==> config.mk <==
export PLATFORM = sky130hd
export DESIGN_NAME = cpu_bus_scheduler
export DESIGN_NICKNAME = d
export VERILOG_FILES = /design/src/rtl/cpu_bus_scheduler.sv
export SDC_FILE = /design/constraint.sdc
export NUM_CORES = 1
export LEC_CHECK = 0
export CAP_MARGIN = 40
export CORE_AREA = 2 2 60 48
export DETAILED_ROUTE_END_ITERATION = 12
export DIE_AREA = 0 0 62 50
export SLEW_MARGIN = 40
export SYNTH_ARGS = -nofsm -noshare
export SYNTH_HDL_FRONTEND = slang
export SYNTH_SLANG_ARGS = --single-unit
==> constraint.sdc <==
create_clock -name sys_clock_i -period 1.9 [get_ports sys_clock_i]
set_clock_uncertainty 0.2 [all_clocks]
set_input_delay 0.19 -clock sys_clock_i [delete_from_list [all_inputs] [get_ports sys_clock_i]]
set_output_delay 0.19 -clock sys_clock_i [all_outputs]
set_load 0.1 [all_outputs]
==> src/rtl/cpu_bus_scheduler.sv <==
// cpu_bus_scheduler: generates PHI2 from the system clock and time-multiplexes the
// shared memory bus between the 6502 core and a single host requester.
`timescale 1ns/1ps
module cpu_bus_scheduler #(
  parameter int CYCLE_LEN       = 64,
  parameter int HOST_SLOT_START = 4,
  parameter int HOST_SLOT_LEN   = 8
) (
  input  logic                         sys_clock_i,
  input  logic                         reset_n_i,
  input  logic                         cpu_en_i,
  input  logic                         host_req_i,
  output logic                         cpu_clock_o,
  output logic                         cpu_grant_o,
  output logic                         cpu_done_o,
  output logic                         host_grant_o,
  output logic                         host_ack_o,
  output logic [$clog2(CYCLE_LEN)-1:0] phase_o
);

  localparam int PW = $clog2(CYCLE_LEN);
  localparam int CW = $clog2(HOST_SLOT_LEN + 1);

  localparam logic [PW-1:0] LAST_PHASE = PW'(CYCLE_LEN - 1);
  localparam logic [PW-1:0] HALF_PHASE = PW'(CYCLE_LEN / 2);
  // Host FSM commits one clock before the slot so the grant flop rises on the slot start.
  localparam logic [PW-1:0] SLOT_A_PRE = PW'(HOST_SLOT_START - 1);
  localparam logic [PW-1:0] SLOT_B_PRE = PW'(CYCLE_LEN / 2 + HOST_SLOT_START - 1);
  localparam logic [CW-1:0] GRANT_LAST = CW'(HOST_SLOT_LEN - 2);

  typedef enum logic [1:0] {
    H_IDLE,
    H_PEND,
    H_GRANT,
    H_ACK
  } host_state_e;

  logic [PW-1:0] phase_q, phase_d;
  logic          run_q, run_d;
  logic          cpu_clock_q, cpu_clock_d;
  logic          cpu_done_q, cpu_done_d;
  host_state_e   host_state_q, host_state_d;
  logic [CW-1:0] grant_cnt_q, grant_cnt_d;
  logic          host_grant_q, host_grant_d;
  logic          host_ack_q, host_ack_d;
  logic          slot_hit;

  // CPU outputs are computed from next-state values so they line up with phase_o.
  always_comb begin
    phase_d     = phase_q + PW'(1);
    run_d       = run_q;
    if (phase_q == LAST_PHASE) begin
      phase_d = '0;
      run_d   = cpu_en_i;
    end
    cpu_clock_d = run_d && (phase_d >= HALF_PHASE);
    cpu_done_d  = run_d && (phase_d == LAST_PHASE);
  end

  always_comb begin
    host_state_d = host_state_q;
    grant_cnt_d  = grant_cnt_q;
    slot_hit     = (phase_q == SLOT_A_PRE) || ((phase_q == SLOT_B_PRE) && !run_q);
    case (host_state_q)
      H_IDLE: begin
        if (host_req_i) begin
          host_state_d = H_PEND;
        end
      end
      H_PEND: begin
        if (!host_req_i) begin
          host_state_d = H_IDLE;
        end else if (slot_hit) begin
          grant_cnt_d  = '0;
          host_state_d = (HOST_SLOT_LEN == 1) ? H_ACK : H_GRANT;
        end
      end
      H_GRANT: begin
        if (grant_cnt_q == GRANT_LAST) begin
          host_state_d = H_ACK;
        end else begin
          grant_cnt_d = grant_cnt_q + CW'(1);
        end
      end
      H_ACK: begin
        host_state_d = H_IDLE;
      end
      default: begin
        host_state_d = H_IDLE;
      end
    endcase
    host_grant_d = (host_state_d == H_GRANT) || (host_state_d == H_ACK);
    host_ack_d   = (host_state_d == H_ACK);
  end

  always_ff @(posedge sys_clock_i or negedge reset_n_i) begin
    if (!reset_n_i) begin
      phase_q      <= '0;
      run_q        <= 1'b0;
      cpu_clock_q  <= 1'b0;
      cpu_done_q   <= 1'b0;
      host_state_q <= H_IDLE;
      grant_cnt_q  <= '0;
      host_grant_q <= 1'b0;
      host_ack_q   <= 1'b0;
    end else begin
      phase_q      <= phase_d;
      run_q        <= run_d;
      cpu_clock_q  <= cpu_clock_d;
      cpu_done_q   <= cpu_done_d;
      host_state_q <= host_state_d;
      grant_cnt_q  <= grant_cnt_d;
      host_grant_q <= host_grant_d;
      host_ack_q   <= host_ack_d;
    end
  end

  assign cpu_clock_o  = cpu_clock_q;
  assign cpu_grant_o  = cpu_clock_q;
  assign cpu_done_o   = cpu_done_q;
  assign host_grant_o = host_grant_q;
  assign host_ack_o   = host_ack_q;
  assign phase_o      = phase_q;

endmodule
==> results.ini, run 1 <==
[status]
status = complete, no violations

[synthesis]
syn_nets = 88
ys_ff_latch = 17
syn_area_sq_um = 875
synth_edf_count = 0
yosys.cell_types.count = 35
synthCells = 80
yosys_warnings = 0
ys_seq_area_frac = 0.486
yosys_most_used_dff = dfrtp_1
async_flop_share = 1.00
synth_area_per_cell_sq_um = 10.9

[floorplan]
design.core.area_sq_um = 2500
fp.dieH_microns = 50
io_pins = 15
start_util = 0.350
dieArea_sq_um = 3100
num_rows = 16
die_w_microns = 62

[setup_path]
arrival_ns = 1.74
rr_startpoint = phase_o[1]$_DFF_PN0_
cpPeakStageDelay_ns = 0.47
criticalPathCategory = reg2reg
cp_max_fo = 8
cp_cell_sequence = ha_2, nand3_2, or3b_1, a211oi_1
crit_start = phase_o[1]$_DFF_PN0_
required_ns = 1.89
start_kind = register
crit_family = simple AND/OR/NAND/NOR gates
end_kind = register
crit_slowest_cell = dfrtp_4
crit_buf_inv = 0
r2r_slack_ns = 0.16
worst_r2r_endpoint = cpu_done_o$_DFF_PN0_
reg2regPathDepth = 4

[final_layout]
seq_area_sq_um = 438
fill_cells = 249
nNetsFinal = 106
fin_util = 0.453
drive_gt1_frac = 0.309
multiInputGateArea_sq_um = 399
design_area_sq_um = 1130
num_antenna_cells = 0
mostFrequentLayoutCells = dfrtp_1, nand2_1, buf_4
syn_to_final_growth_pct = 29.6
final_common_cell = dfrtp_1

[timing]
hold_violations = 0
timing.setup.tns_ns = 0
timing.fmax_ghz = 0.573
period_share = 0.918
min_period_ns = 1.74
rsz0062_at_grt = false
tightest_slew_ns = 0.273
drv_slew = 0
slew_headroom = 0.816
setup_ws_ns = 0.156
setup-violations-final = 0

[run]
max-cap-violations = 0

[clock_tree]
h-tree-depth = 1
clk_latency_ns = 0.28
cts_hold_buf = 0
clockBufferDepth = 2
cts_root_buffer = clkbuf_4
cts_tree = done
clkSinkCount = 17
cts-buffers-inserted = 3
clk_pin_slew_ns = 0.09
post_cts_buffers = 0
post_cts_resized = 0

[global_routing]
grt-ovfl-total = 0
met3_usage = 0.0472
gr-usage-all-layers = 0.114
met1_usage = 0.151
grtUsageMet2 = 0.158
antenna_found_initial = 0
grt_max_degree = 18
grt_pass1_vias = 579
top_usage_layer = met2
grt_pass1_wl_microns = 2570

[drt]
drt_wl_total_microns = 1470
wl_per_cell_microns = 11.1
drtIter0Drc = 18
viasPerCell = 4.48
firstDrtPassIters = 4
drtAntennaViolNets = 0
vias = 596
drc = 0

[place]
hpwl_microns = 1090
numPortBuffers = 14
dpl_cell_area_sq_um = 1100
pre_cts_ws_ns = 0.0853
gp_congestion = 0.696

[pwr]
powerDensity_nw_per_um2 = 576
power_leakage_nw = 0.496
peakVddDrop_v = 0.000357

[worst_hold_path]
hold_path_class = in2async

==> worst register-to-register path, stage by stage (launching register included) <==
cell	delay (ns)
dfrtp_4	0.47
ha_2	0.28
nand3_2	0.12
or3b_1	0.37
a211oi_1	0.23
==> Yosys cell counts (2+ instances only) <==
master | instances | area, sq um
nor2b_1 | 2 | 12.5
xor2_1 | 2 | 17.5
buf_6 | 2 | 22.5
mux2_2 | 2 | 22.5
nor2_1 | 4 | 15.0
nand2_1 | 9 | 33.8
o21ai_0 | 2 | 10.0
nand3_1 | 2 | 10.0
ha_1 | 4 | 50.1
buf_4 | 2 | 15.0
dfrtp_1 | 17 | 425
a21oi_1 | 3 | 15.0
or2_1 | 2 | 12.5
inv_1 | 4 | 15.0
and2_1 | 2 | 12.5
nand3b_1 | 2 | 15.0
==> report_power, final <==
group | internal, mW | switching [mW] | total, mW
clock | 0.0815 | 0.107 | 0.189
sequential | 0.382 | 0.0221 | 0.404
combinational | 0.0296 | 0.0306 | 0.0602
==> metal layers <==
layer | vias to the layer above | routed length [microns]
met1 | 269 | 750
met4 | 0 | 27
met5 | - | 0
li1 | 312 | -
met3 | 2 | 71
met2 | 13 | 621
==> stage by stage <==
stage | std cells | total power, mW | hold slack [ns]
CTS | 133 | 0.667 | 0.0141
finish | 133 | 0.653 | 0.0164
detailed placement | 129 | 0.473 | 0.325
global route | 133 | 0.697 | 0.0419
floorplan | 80 | 0.446 | -0.306
global placement | 129 | 0.470 | 0.319
==> area by class of cell <==
cell class,instances,share of cell area
Inverter,4,0.0132
Sequential cell,17,0.386
Tap cell,36,0.0397
Multi-Input combinational cell,55,0.352
Clock buffer,4,0.0232
Timing Repair Buffer,17,0.185
==> registers in the layout (all words and copies together), names as in the netlist <==
name / flops
cpu_done_o: 1
grant_cnt_q: 4
cpu_clock_o: 1
run_q: 1
host_state_q: 2
phase_o: 6
host_grant_o: 1
host_ack_o: 1
==> cell families after synthesis <==
kind of cell | Yosys count | synth area share
adders and majority gates | 4 | 0.0572
and+or+nand+nor | 33 | 0.240
DFF | 17 | 0.486
AOI/OAI and AO/OA | 13 | 0.100
muxes | 2 | 0.0257
xor gates and xnor gates | 3 | 0.0300
buffers and inverters | 8 | 0.0601
==> worst max path at each step <==
| stage | endpoint | slack [ns] | depth (start not counted) |
|---|---|---|---|
| floorplan | grant_cnt_q[0]$_DFFE_PN0P_ | 0.005 | 6 |
| global placement | grant_cnt_q[0]$_DFFE_PN0P_ | 0.11 | 5 |
| detailed placement | grant_cnt_q[0]$_DFFE_PN0P_ | 0.09 | 5 |
| CTS | grant_cnt_q[0]$_DFFE_PN0P_ | 0.06 | 5 |
| global route | grant_cnt_q[0]$_DFFE_PN0P_ | 0.04 | 5 |
| finish | cpu_done_o$_DFF_PN0_ | 0.16 | 4 |
No activity file was read; power rests on OpenSTA's default activity.
==> inputs of run 2 (changes only) <==
--- a/config.mk
+++ b/config.mk
@@ -9,6 +9,7 @@
 export CORE_AREA = 2 2 60 48
 export DETAILED_ROUTE_END_ITERATION = 12
 export DIE_AREA = 0 0 62 50
+export PLACE_DENSITY = 0.65
 export SLEW_MARGIN = 40
 export SYNTH_ARGS = -nofsm -noshare
 export SYNTH_HDL_FRONTEND = slang
==> constraint.sdc (replaced) <==
create_clock -name sys_clock_i -period 2.2 [get_ports sys_clock_i]
set_clock_uncertainty 0.2 [all_clocks]
set_input_delay 0.22 -clock sys_clock_i [delete_from_list [all_inputs] [get_ports sys_clock_i]]
set_output_delay 0.22 -clock sys_clock_i [all_outputs]
set_load 0.1 [all_outputs]
==> run 2 against run 1 <==
Effect of this change:
- clock power shrank 11%
- critical endpoint is now grant_cnt_q[0]$_DFFE_PN0P_
- worst setup slack gained 0.21 ns
- cell area shrank 8.9%
- register-to-register slack gained 0.21 ns
- sequential share of layout area grew 2.8 points
- critical path type unchanged
==> results.ini, run 2 (synthesis results as in run 1) <==
[timing]
timing.setup.tns_ns = 0  ; unchanged
min_period_ns = 1.83  ; +0.0867 ns
rsz0062_at_grt = false
slew_headroom = 0.679  ; -0.137
setup_ws_ns = 0.369  ; +0.213 ns
period_share = 0.832  ; -0.0858
timing.fmax_ghz = 0.546  ; -4.7%
drv_slew = 0  ; unchanged
hold_violations = 0  ; unchanged
hold-worst-slack_ns = 0.0315  ; +0.0151 ns
setup-violations-final = 0  ; unchanged
tightest_slew_ns = 0.479  ; +0.206 ns

[floorplan]
start_util = 0.350  ; unchanged
dieArea_sq_um = 3100  ; unchanged
io_pins = 15  ; unchanged
num_rows = 16  ; unchanged
die_w_microns = 62  ; unchanged
fp.dieH_microns = 50  ; unchanged
design.core.area_sq_um = 2500  ; unchanged

[setup_path]
criticalPathCategory = reg2reg
cp_max_fo = 8  ; unchanged
cp_cell_sequence = ha_1, nor4b_4, and4_4, nand3b_1, o21ai_1
start_kind = register
crit_slowest_cell = dfrtp_2
required_ns = 2.18  ; +0.29 ns
arrival_ns = 1.81  ; +0.07 ns
cpPeakStageDelay_ns = 0.42  ; -0.05 ns
end_kind = register

[clock_tree]
post_cts_resized = 0  ; unchanged
cts_root_buffer = clkbuf_4
clockBufferDepth = 2  ; unchanged
cts_hold_buf = 0  ; unchanged
clk_latency_ns = 0.30  ; +0.02 ns
post_cts_buffers = 0  ; unchanged
clkSinkCount = 17  ; unchanged
h-tree-depth = 1  ; unchanged
cts_tree = done
cts-buffers-inserted = 3  ; unchanged
clk_pin_slew_ns = 0.10  ; about the same

[place]
hpwl_microns = 1190  ; +8.6%
pre_cts_ws_ns = 0.394  ; +0.309 ns
gp_congestion = 0.801  ; +15%
numPortBuffers = 14  ; unchanged
dpl_cell_area_sq_um = 1000  ; -9.1%

[global_routing]
antenna_found_initial = 0  ; unchanged
grt-ovfl-total = 0  ; unchanged
grt_pass1_vias = 574  ; -0.86%
gr-usage-all-layers = 0.119  ; +0.00513
grt_max_degree = 11  ; -7
grt_pass1_wl_microns = 2660  ; +3.5%

[drt]
wl_per_cell_microns = 12.5  ; +13%
drtAntennaViolNets = 0  ; unchanged
vias = 621  ; +4.2%
drtIter0Drc = 17  ; -1
drc = 0  ; unchanged
firstDrtPassIters = 4  ; unchanged
viasPerCell = 4.74  ; +5.8%
drt_wl_total_microns = 1640  ; +11%

[final_layout]
nNetsFinal = 104  ; -1.9%
fill_cells = 251  ; +0.80%
largest_register_ffs = 6  ; unchanged
num_antenna_cells = 0  ; unchanged
design_area_sq_um = 1030  ; -8.9%
final_common_cell = dfrtp_1
syn_to_final_growth_pct = 18.0
drive_gt1_frac = 0.253  ; -0.0566
mostFrequentLayoutCells = dfrtp_1, buf_4, nand2_1

[pwr]
peakVddDrop_v = 0.000224  ; -37%
power_leakage_nw = 0.467  ; -5.9%
powerDensity_nw_per_um2 = 553  ; -4.0%
totalPowerFinal_mw = 0.571  ; -13%

[status]
status = complete, no violations

[worst_hold_path]
hold_path_class = in2async

[run]
max-cap-violations = 0  ; unchanged

## run 2: cell count changes in the layout (fill, tap and decap cells not counted), sizes merged
cell and change:
buf -2, clkbuf -1, clkinv +1
## run 2: per-stage QoR
stage / instances / util
5_1_grt: 131 / 0.413
3_5_place_dp: 127 / 0.402
2_1_floorplan: 80 / -
4_1_cts: 131 / 0.413
3_3_place_gp: 127 / 0.402
6_report: 131 / 0.413
## run 2: layout make-up
class / instances / area [sq um] / share of cell area
well taps: 36 / 45.0 / 0.0436
inverters: 4 / 15.0 / 0.0145
flip-flops and latches: 17 / 428 / 0.415
clock buffers: 3 / 22.5 / 0.0218
clock inverters: 1 / 5.00 / 0.00485
repair buffers: 15 / 120 / 0.116
multi-input cells: 55 / 397 / 0.384
## run 2: report_power, final
group / internal, mW / switching, mW
Sequential: 0.330 / 0.0194
Combinational: 0.0252 / 0.0268
Clock: 0.0678 / 0.101
Total: 0.423 / 0.148
## run 2: path summary, 6_finish.rpt
path	startpoint	end	slack, ns	cells after the start
min reg2reg	phase_o[0]$_DFF_PN0_	phase_o[0]$_DFF_PN0_	0.31	1
min in group sys_clock_i	phase_o[0]$_DFF_PN0_	phase_o[0]$_DFF_PN0_	0.31	1
max in group asynchronous	reset_n_i	grant_cnt_q[0]$_DFFE_PN0P_	1.26	2
max reg2reg	phase_o[0]$_DFF_PN0_	grant_cnt_q[0]$_DFFE_PN0P_	0.37	5
min	reset_n_i	cpu_done_o$_DFF_PN0_	0.03	1
max	phase_o[0]$_DFF_PN0_	grant_cnt_q[0]$_DFFE_PN0P_	0.37	5
## run 2: critical path, delay by kind of cell, from the launching register on
family	cells	cell delay [ns]
fa+ha+maj	1	0.35
compound gates	1	0.06
simple gates	3	0.69
flops	1	0.42
## run 2: metal layers
layer	GRT usage	vias up	part of all wire
met5	0	-	0
met4	0.0638	0	0.029
met3	0.0446	5	0.049
met2	0.151	17	0.41
met1	0.170	296	0.51
li1	-	303	-
==> inputs of run 3 (changes only) <==
==> constraint.sdc (replaced) <==
create_clock -name sys_clock_i -period 1.8 [get_ports sys_clock_i]
set_clock_uncertainty 0.2 [all_clocks]
set_input_delay 0.18 -clock sys_clock_i [delete_from_list [all_inputs] [get_ports sys_clock_i]]
set_output_delay 0.18 -clock sys_clock_i [all_outputs]
set_load 0.1 [all_outputs]
==> run 3 against run 2 <==
Effect of this change:
- wire length shrank 4.2%
- worst hold slack lost 0.026 ns
- critical path type unchanged
- non-clock buffer count grew 1
- combinational power grew 20%
==> results.ini, run 3 (synthesis results as in run 1) <==
[status]
status = complete, no violations

[drt]
viasPerCell = 4.67  ; -1.4%
wl_per_cell_microns = 11.9  ; -4.9%
drc = 0  ; unchanged
drtIter0Drc = 0  ; -17
drt_wl_total_microns = 1570  ; -4.2%
firstDrtPassIters = 1  ; -3
vias = 617  ; -0.64%
drtAntennaViolNets = 0  ; unchanged

[floorplan]
num_rows = 16  ; unchanged
start_util = 0.350  ; unchanged
dieArea_sq_um = 3100  ; unchanged
design.core.area_sq_um = 2500  ; unchanged
die_w_microns = 62  ; unchanged
fp.dieH_microns = 50  ; unchanged
io_pins = 15  ; unchanged

[setup_path]
cp_cell_sequence = ha_4, nor4_1, o21ai_0, a211oi_1
cp_max_fo = 8  ; unchanged
r2r_slack_ns = 0.11  ; -0.25 ns
reg2regPathDepth = 4  ; -1
criticalPathCategory = reg2reg
start_kind = register
cpPeakStageDelay_ns = 0.54  ; +0.12 ns
crit_slowest_cell = dfrtp_4
required_ns = 1.79  ; -0.39 ns
end_kind = register
crit_start = phase_o[1]$_DFF_PN0_
arrival_ns = 1.68  ; -0.13 ns
endpoint = cpu_done_o$_DFF_PN0_
rr_startpoint = phase_o[1]$_DFF_PN0_
worst_r2r_endpoint = cpu_done_o$_DFF_PN0_

[pwr]
p_sw_frac = 0.252  ; -0.00724
power_leakage_nw = 0.507  ; +8.6%
peakVddDrop_v = 0.000331  ; +47%
power_switching_mw = 0.175  ; +18%
pwr-share-seq = 0.617  ; +0.005
comb_power_share = 0.090  ; about the same
p_clk_frac = 0.293  ; -0.004
powerDensity_nw_per_um2 = 578  ; +4.5%
internal-power_mw = 0.520  ; +23%

[timing]
period_share = 0.936  ; +0.104
tightest_slew_ns = 0.288  ; -0.191 ns
timing.fmax_ghz = 0.593  ; +8.6%
rsz0062_at_grt = false
timing.setup.tns_ns = 0  ; unchanged
hold_violations = 0  ; unchanged
drv_slew = 0  ; unchanged
slew_headroom = 0.806  ; +0.127
setup-violations-final = 0  ; unchanged
min_period_ns = 1.69  ; -0.146 ns

[global_routing]
antenna_found_initial = 0  ; unchanged
grt_pass1_wl_microns = 2680  ; +1.1%
grt_pass1_vias = 617  ; +7.5%
grt_max_degree = 18  ; +7
grt-ovfl-total = 0  ; unchanged
gr-usage-all-layers = 0.118  ; -0.000954

[run]
max-cap-violations = 0  ; unchanged

[clock_tree]
cts-buffers-inserted = 3  ; unchanged
cts_root_buffer = clkbuf_4
clkSinkCount = 17  ; unchanged
cts_hold_buf = 0  ; unchanged
clk_pin_slew_ns = 0.10  ; about the same
h-tree-depth = 1  ; unchanged
clk_latency_ns = 0.28  ; -0.02 ns
clockBufferDepth = 2  ; unchanged
cts_tree = done

[place]
gp_congestion = 0.703  ; -12%
hpwl_microns = 1190  ; +0.59%
dpl_cell_area_sq_um = 1170  ; +16%
numPortBuffers = 14  ; unchanged
place_inst = 127  ; unchanged

[final_layout]
design_area_sq_um = 1200  ; +16%
drive_gt1_frac = 0.313  ; +0.0599
nNetsFinal = 105  ; +0.96%
mostFrequentLayoutCells = dfrtp_1, buf_12, nand2_1
largest_register_ffs = 6  ; unchanged
fill_cells = 232  ; -7.6%
final_cells = 132  ; +0.76%
num_antenna_cells = 0  ; unchanged
syn_to_final_growth_pct = 37.3
fin_util = 0.480  ; +0.0675

[worst_hold_path]
hold_path_class = in2async

==> run 3: final cells by class <==
type                            count  area [sq um]  share of cell area
Clock buffer                        4          26.3              0.0219
Inverter                            4          15.0              0.0125
Multi-Input combinational cell     55           412               0.343
Sequential cell                    17           438               0.365
Tap cell                           36          45.0              0.0375
Timing Repair Buffer               16           265               0.221
==> run 3: how the worst min path moves through the flow <==
| stage | from | end | slack [ns] | cells past startpoint |
|---|---|---|---|---|
| finish | reset_n_i | phase_o[0]$_DFF_PN0_ | 0.005 | 2 |
| global route | reset_n_i | phase_o[3]$_DFF_PN0_ | 0.02 | 2 |
| CTS | reset_n_i | phase_o[0]$_DFF_PN0_ | 0.008 | 2 |
| detailed placement | reset_n_i | phase_o[0]$_DFF_PN0_ | 0.33 | 2 |
| global placement | reset_n_i | phase_o[0]$_DFF_PN0_ | 0.32 | 2 |
| floorplan | reset_n_i | cpu_clock_o$_DFF_PN0_ | -0.32 | 0 |
==> run 3: timing repair <==
action                     4_1_cts  5_1_grt
gates resized for setup          0        0
setup endpoints to repair        0        1
setup buffers                    0        1
==> run 3: layer usage <==
layer / track usage / share of wire
met5: 0 / 0
met4: 0.0532 / 0.012
met3: 0.0236 / 0.018
met2: 0.186 / 0.49
met1: 0.153 / 0.48
==> run 3: critical path, delay by kind of cell, from the launching register on <==
kind	cells	cell delay, ns
flip-flops	1	0.54
AO/OA/AOI/OAI	2	0.37
AND/OR/NAND/NOR	1	0.28
adder cells (fa/ha/maj)	1	0.21
==> run 3: per-stage QoR <==
step	setup slack, ns	total power, mW	hold slack, ns
CTS	0.106	0.704	0.00790
global route	0.00843	0.740	0.0223
global placement	0.153	0.495	0.318
detailed placement	0.122	0.500	0.325
finish	0.115	0.694	0.00532
floorplan	-0.0512	0.471	-0.316
==> run 3: power by group through the flow <==
stage | clock network (mW) | registers, mW | logic, mW
after CTS | 0.211 | 0.428 | 0.0641
after global placement | 0 | 0.433 | 0.0618
final | 0.204 | 0.428 | 0.0623
after floorplan | 0 | 0.430 | 0.0413
after detailed placement | 0 | 0.436 | 0.0637
after global routing | 0.231 | 0.433 | 0.0762
